$ cat config.mk
export PLATFORM = sky130hd
export DESIGN_NAME = decchk_seq
export DESIGN_NICKNAME = d
export VERILOG_FILES = /design/src/rtl/decchk_seq.sv
export SDC_FILE = /design/constraint.sdc
export NUM_CORES = 1
export LEC_CHECK = 0
export CORE_MARGIN = 3
export CORE_UTILIZATION = 35
export DETAILED_ROUTE_END_ITERATION = 10
export PLACE_DENSITY = 0.61
export SYNTH_ARGS = -nofsm -noshare
export SYNTH_HDL_FRONTEND = slang
export SYNTH_SLANG_ARGS = --single-unit
$ cat constraint.sdc
create_clock -name i_clk -period 2.3 [get_ports i_clk]
set_clock_uncertainty 0.2 [all_clocks]
set_input_delay 0.46 -clock i_clk [delete_from_list [all_inputs] [get_ports i_clk]]
set_output_delay 0.46 -clock i_clk [all_outputs]
set_load 0.02 [all_outputs]
$ cat src/rtl/decchk_seq.sv
// decchk_seq: steps a decimal-digit field through the external digit checker,
// one code per accepted beat, and gathers the field's error summary.
//
// Ports
//   i_clk, i_reset      clock, synchronous active-high reset
//   i_start, i_len      start request and field length (IDLE only)
//   i_abort             end the field early (RUN only)
//   i_valid, i_data     incoming digit code, o_ready accepts it
//   o_chk_value         code presented to the checker (i_data while in RUN)
//   i_chk_ok            checker verdict for o_chk_value, same cycle
//   o_busy, o_done      busy in RUN/DONE, one-cycle done pulse
//   o_aborted, o_error  held result flags of the last field
//   o_err_pos           0-based index of the first bad code
//   o_err_count         number of bad codes, saturating
module decchk_seq #(
    parameter int unsigned W    = 5,
    parameter int unsigned LENW = 6
) (
    input  logic            i_clk,
    input  logic            i_reset,
    input  logic            i_start,
    input  logic [LENW-1:0] i_len,
    input  logic            i_abort,
    input  logic            i_valid,
    input  logic [W-1:0]    i_data,
    output logic            o_ready,
    output logic [W-1:0]    o_chk_value,
    input  logic            i_chk_ok,
    output logic            o_busy,
    output logic            o_done,
    output logic            o_aborted,
    output logic            o_error,
    output logic [LENW-1:0] o_err_pos,
    output logic [LENW-1:0] o_err_count
);

    localparam logic [LENW-1:0] CNT_MAX = '1;

    typedef enum logic [1:0] {
        S_IDLE = 2'd0,
        S_RUN  = 2'd1,
        S_DONE = 2'd2
    } state_t;

    state_t          state;
    state_t          state_nxt;
    logic [LENW-1:0] len;
    logic [LENW-1:0] index;
    logic            accept;
    logic            last_beat;

    // Beat qualification; ready is implied by being in RUN.
    assign accept    = (state == S_RUN) && i_valid;
    assign last_beat = (index == len - LENW'(1));

    // State register.
    always_ff @(posedge i_clk) begin
        if (i_reset) begin
            state <= S_IDLE;
        end else begin
            state <= state_nxt;
        end
    end

    // Next-state logic.
    always_comb begin
        state_nxt = state;
        case (state)
            S_IDLE: begin
                if (i_start) begin
                    state_nxt = (i_len == '0) ? S_DONE : S_RUN;
                end
            end
            S_RUN: begin
                // Abort wins regardless of whether a beat lands this cycle.
                if (i_abort || (accept && last_beat)) begin
                    state_nxt = S_DONE;
                end
            end
            S_DONE: begin
                state_nxt = S_IDLE;
            end
            default: begin
                state_nxt = S_IDLE;
            end
        endcase
    end

    // Outputs decoded from the state register; checker value follows i_data in RUN.
    always_comb begin
        o_ready     = 1'b0;
        o_busy      = 1'b0;
        o_done      = 1'b0;
        o_chk_value = '0;
        case (state)
            S_RUN: begin
                o_ready     = 1'b1;
                o_busy      = 1'b1;
                o_chk_value = i_data;
            end
            S_DONE: begin
                o_busy = 1'b1;
                o_done = 1'b1;
            end
            default: begin
            end
        endcase
    end

    // Field length, beat index and accumulated results.
    always_ff @(posedge i_clk) begin
        if (i_reset) begin
            len         <= '0;
            index       <= '0;
            o_aborted   <= 1'b0;
            o_error     <= 1'b0;
            o_err_pos   <= '0;
            o_err_count <= '0;
        end else begin
            case (state)
                S_IDLE: begin
                    if (i_start) begin
                        len         <= i_len;
                        index       <= '0;
                        o_aborted   <= 1'b0;
                        o_error     <= 1'b0;
                        o_err_pos   <= '0;
                        o_err_count <= '0;
                    end
                end
                S_RUN: begin
                    if (accept) begin
                        if (!i_chk_ok) begin
                            if (o_err_count != CNT_MAX) begin
                                o_err_count <= o_err_count + LENW'(1);
                            end
                            if (!o_error) begin
                                o_err_pos <= index;
                                o_error   <= 1'b1;
                            end
                        end
                        // Index stays at len-1 after the final beat.
                        if (!last_beat) begin
                            index <= index + LENW'(1);
                        end
                    end
                    if (i_abort) begin
                        o_aborted <= 1'b1;
                    end
                end
                default: begin
                end
            endcase
        end
    end

endmodule

## After elaboration in Yosys (flattened, before gate mapping)

Index checks and enable logic that the tools add are counted.

- Word-level logic and storage cells: 62
- Bits in registers: 28
- Output and inout port bits: 22
- Input bits: 17

- Reduce and logical (&&, ||, !) cells: 14
- Eq/ne operators: 12
- $add $sub $neg: 3
- Muxes and demuxes: 26

Operators with widths:

| cell | number |
|---|---|
| $mux 6 | 9 |
| $pmux 6 s2 | 3 |
| $add 6x1->6 const B | 2 |
| $ne 2x2->1 const B | 6 |
| $reduce_and 5->1 | 2 |
| $reduce_and 4->1 | 2 |
| $mux 1 | 7 |
| $eq 6x6->1 | 1 |
| $logic_not 6->1 | 1 |
| $mux 2 | 3 |
| $ne 6x6->1 const B | 1 |
| $sub 6x1->6 const B | 1 |
| $mux 5 | 1 |
| $ne 2x1->1 const B | 2 |
| $pmux 1 s2 | 2 |
| $pmux 2 s2 | 1 |
| $reduce_and 2->1 | 2 |
| $reduce_and 3->1 | 1 |
| $eq 2x1->1 const B | 1 |
| $eq 2x2->1 const B | 1 |
| $logic_and 1x1->1 | 2 |
| $logic_not 2->1 | 1 |
| $reduce_bool 2->1 | 1 |
| $reduce_or 2->1 | 1 |
| $logic_or 1x1->1 | 1 |

## Depth between registers and ports, before layout

- Depth after elaboration: 6
- Gate-level depth with buffers: 9
- Gate-level depth less buffers: 8

## Least setup slack after synthesis

OpenSTA, ideal clock, no wires.

- Kind: register to register
- From: register state[1]
- To: register index[5]
- Stages on the path, launching flop included: 9
- Path buffers: 1
- Required time: 2.030 ns
- Path slack: -0.062 ns
- Clock period less this slack: 2.362 ns
- Data arrival time: 2.092 ns
- Cell sequence: dfxtp_1 > inv_1 > ha_1 > clkbuf_1 > nand2_1 > nor3_1 > o31ai_2 > or4_1 > a21oi_1

- Cells in the longest elaborated chain, start to end: 4
- Elaborated cells between the ends (all ways): 9
- Those cells by class: eq/ne (4); mux (1); reduce/logical (4)

Ends and longest elaborated chain:

| item | line | source |
|---|---|---|
| start: declaration | 45 | `state_t state;` |
| start signal: assignment | 61 | `state <= state_nxt;` |
| $eq 2x1->1 | 53, 120 |  |
| $logic_and 1x1->1 | 53 | `assign accept = (state == S_RUN) && i_valid;` |
| $ne 2x2->1 (no source line) | - |  |
| $reduce_and 4->1 (no source line) | - |  |
| end signal: assignment | 144 | `index <= index + LENW'(1);` |
| end: declaration | 48 | `logic [LENW-1:0] index;` |

Several ways; a longest one is shown, not always the timed one.
A chain may end at the register's enable or synchronous reset.

## Worst setup path after layout

Same ends and word-level chain as after synthesis.

==> impl_metrics.py <==
metrics = {
    "logic_synthesis": {
        "synth-seq-cells": 28,
        "ys_seq_area_frac": 0.383,
        "syn_nets": 200,
        "syn_inst": 177,
        "yosys_warnings": 0,
        "synthesis.area_mm2": 0.00146,
        "syn_avg_cell_area_um2": 8.27,
        "synth_cell_types": 41,
    },
    "floorplanning": {
        "die-area_mm2": 0.00499,
        "ios": 39,
        "rows": 22,
        "die_w_um": 70.7,
        "die_y_um": 70.7,
        "core-area_mm2": 0.00385,
        "start_util": 0.380,
    },
    "power": {
        "p_leak_nw": 0.823,
        "vdd_drop_max_uv": 264,
        "power_density_mw_per_mm2": 625,
    },
    "clock_tree": {
        "cts_sinks": 28,
        "cts_inserted_buffers": 3,
        "cts.clk_slew.worst_paths_ns": 0.10,
        "htree_num_levels": 1,
        "cts_tree": "yes",
        "cts_setup_buffers": 0,
        "clock_latency_ns": 0.28,
        "clock-root-buffer": "clkbuf_8",
        "clockBufferDepth": 2,
    },
    "timing": {
        "fin_crit_ns": 2.28,
        "clock.fmax_ghz": 0.439,
        "worst_pin_slew_ns": 0.501,
        "final_max_slew_viol_count": 0,
        "hold_viol_final": 0,
        "setup_tns_ns": 0,
        "setup_viol": 0,
        "rsz0062_at_grt": "true",
        "period_share": 0.990,
        "setup_slack_ns": 0.0222,
        "relSlewSlack": 0.663,
    },
    "critical_path": {
        "critPathKind": "reg -> reg",
        "crit_fanout": 20,
        "worst-r2r-setup-slack_ns": 0.02,
        "cp-end-kind": "register",
        "required_ns": 2.31,
        "reg2reg_from": "state[1]",
        "critPathLaunch": "state[1]",
        "cp.arrival_ns": 2.29,
        "cp-start-kind": "register",
    },
    "hold_path": {
        "min_from": "len[5]",
        "hold_path_class": "reg -> reg",
    },
    "route": {
        "vias": 1468,
        "drt_iter0_drc": 95,
        "wirelength_um": 3700,
        "first_pass_iters": 4,
        "ant_nets": 0,
        "via_per_inst": 5.28,
        "wl_per_cell_um": 13.3,
        "drc": 0,
    },
    "job": {
        "maxCapViolCount": 0,
    },
    "grt": {
        "antenna_found_initial": 0,
        "grt_max_degree": 21,
        "grt_pass1_vias": 1457,
        "grt_pass1_wl_um": 6240,
        "grt_overflow": 0,
        "grt_usage": 0.151,
    },
    "final_layout": {
        "final_nets": 254,
        "synthToLayoutAreaGrowth_pct": 47.6,
        "layout-drive-gt1-share": 0.165,
        "antenna_cells": 0,
    },
    "placed_design": {
        "gp_congestion": 0.809,
        "pre_cts_slack_ns": -0.111,
        "port_buffers": 38,
        "dpl.hpwl_um": 2770,
    },
    "run_status": {
        "status": "completed",
    },
}
layer usage:
layer | wire [um] | vias up | GRT usage
met5 | 0 | - | 0
met4 | 50 | 0 | 0.0543
met3 | 173 | 7 | 0.0313
met2 | 1770 | 39 | 0.255
met1 | 1710 | 689 | 0.190
li1 | - | 733 | -
synth_stat cells, drive strengths merged:
cell | number | area [um2]
nand3b | 1 | 7.51
buf | 2 | 8.75
a311oi | 1 | 8.76
mux2i | 3 | 30.0
a32oi | 4 | 35.0
a2111oi | 1 | 15.0
a22o | 1 | 8.76
a21o | 1 | 7.51
a21oi | 16 | 80.1
and4bb | 1 | 12.5
nor4 | 2 | 12.5
nor2b | 2 | 12.5
and3 | 2 | 12.5
o21ba | 1 | 10.0
nor2 | 21 | 78.8
xnor2 | 5 | 43.8
and3b | 1 | 8.76
nand2b | 4 | 25.0
nand3 | 4 | 20.0
ha | 6 | 75.1
or3 | 3 | 18.8
dfxtp | 28 | 561
o31ai | 3 | 27.5
nand4 | 2 | 12.5
a31oi | 1 | 6.26
nor3 | 4 | 20.0
clkbuf | 5 | 18.8
o21ai | 5 | 25.0
and4 | 1 | 8.76
nand2 | 21 | 78.8
a221oi | 1 | 8.76
and2 | 6 | 37.5
or4 | 2 | 15.0
inv | 7 | 26.3
a32o | 1 | 10.0
xor2 | 5 | 43.8
a211oi | 1 | 7.51
a41oi | 2 | 25.0
registers in the layout (all words and copies together) (netlist names):
signal,flops
o_err_pos,6
len,6
o_error,1
index,6
o_aborted,1
state,2
o_err_count,6
final timing paths:
kind / cells after the start / to
worst min register to register: 2 / len[5]
worst max-delay path: 8 / index[5]
worst min-delay path: 2 / len[5]
worst max register to register: 8 / index[5]
area by class of cell:
| cell class | count | area (um2) |
|---|---|---|
| clock buffers | 3 | 41.3 |
| fillers | 371 | 1690 |
| inverters | 7 | 26.3 |
| repair buffers | 56 | 527 |
| multi-input cells | 135 | 913 |
| clock inverters | 1 | 30.0 |
| well taps | 48 | 60.1 |
| flip-flops and latches | 28 | 563 |
stage by stage:
step	hold slack (ns)	cells	area (um2)	util	total power (W)
floorplan	0.250	177	1470	-	0.000755
global route	0.315	278	2160	0.561	0.00142
detailed placement	0.280	274	2020	0.525	0.000927
finish	0.292	278	2160	0.561	0.00135
CTS	0.295	278	2090	0.544	0.00132
global placement	0.265	274	2020	0.525	0.000921
cell usage in the layout, fill, tap and decap left out, drive strengths merged, types with 2 or more instances in the layout:
cell type | synthesis | final
a21oi | 16 | 16
nor2b | 2 | 2
clkdlybuf4s15 | 0 | 3
or3 | 3 | 3
nor3 | 4 | 4
xor2 | 5 | 5
o21ai | 5 | 5
clkbuf | 5 | 5
clkdlybuf4s50 | 0 | 31
nand2 | 21 | 21
a41oi | 2 | 2
nor4 | 2 | 2
a32oi | 4 | 4
o31ai | 3 | 3
nand2b | 4 | 4
dfxtp | 28 | 28
and3 | 2 | 2
inv | 7 | 7
and2 | 6 | 6
nor2 | 21 | 21
xnor2 | 5 | 5
nand3 | 4 | 4
or4 | 2 | 2
mux2i | 3 | 3
buf | 2 | 18
ha | 6 | 6
nand4 | 2 | 2
what timing repair did:
| item | in CTS | in global routing |
|---|---|---|
| hold buffers | 0 | 0 |
| resized for setup | 7 | 22 |
| endpoints found under the hold margin | 0 | 0 |
| setup endpoints to repair | 11 | 20 |
| cloned | 0 | 0 |
| pin swaps | 0 | 8 |
where the power goes:
group          internal (W)  total, W  switching [W]
registers          0.000505  0.000524      0.0000189
logic              0.000207  0.000425       0.000218
clock network      0.000233  0.000400       0.000167
critical path, cell delays in order (launching register included):
cell     delay (ns)
dfxtp_1        0.34
inv_1          0.13
ha_1           0.22
buf_12         0.16
nand2_1        0.11
a41oi_2        0.23
o31ai_4        0.13
or4_1          0.52
a21oi_1        0.17
cell families after synthesis:
group | synth area share
XOR/XNOR | 0.0598
flip-flops | 0.383
AO/OA/AOI/OAI | 0.188
buffers and inverters | 0.0368
AND/OR/NAND/NOR | 0.261
multiplexers | 0.0205
adder cells (fa/ha/maj) | 0.0513
(Power assumes the default switching activity.)
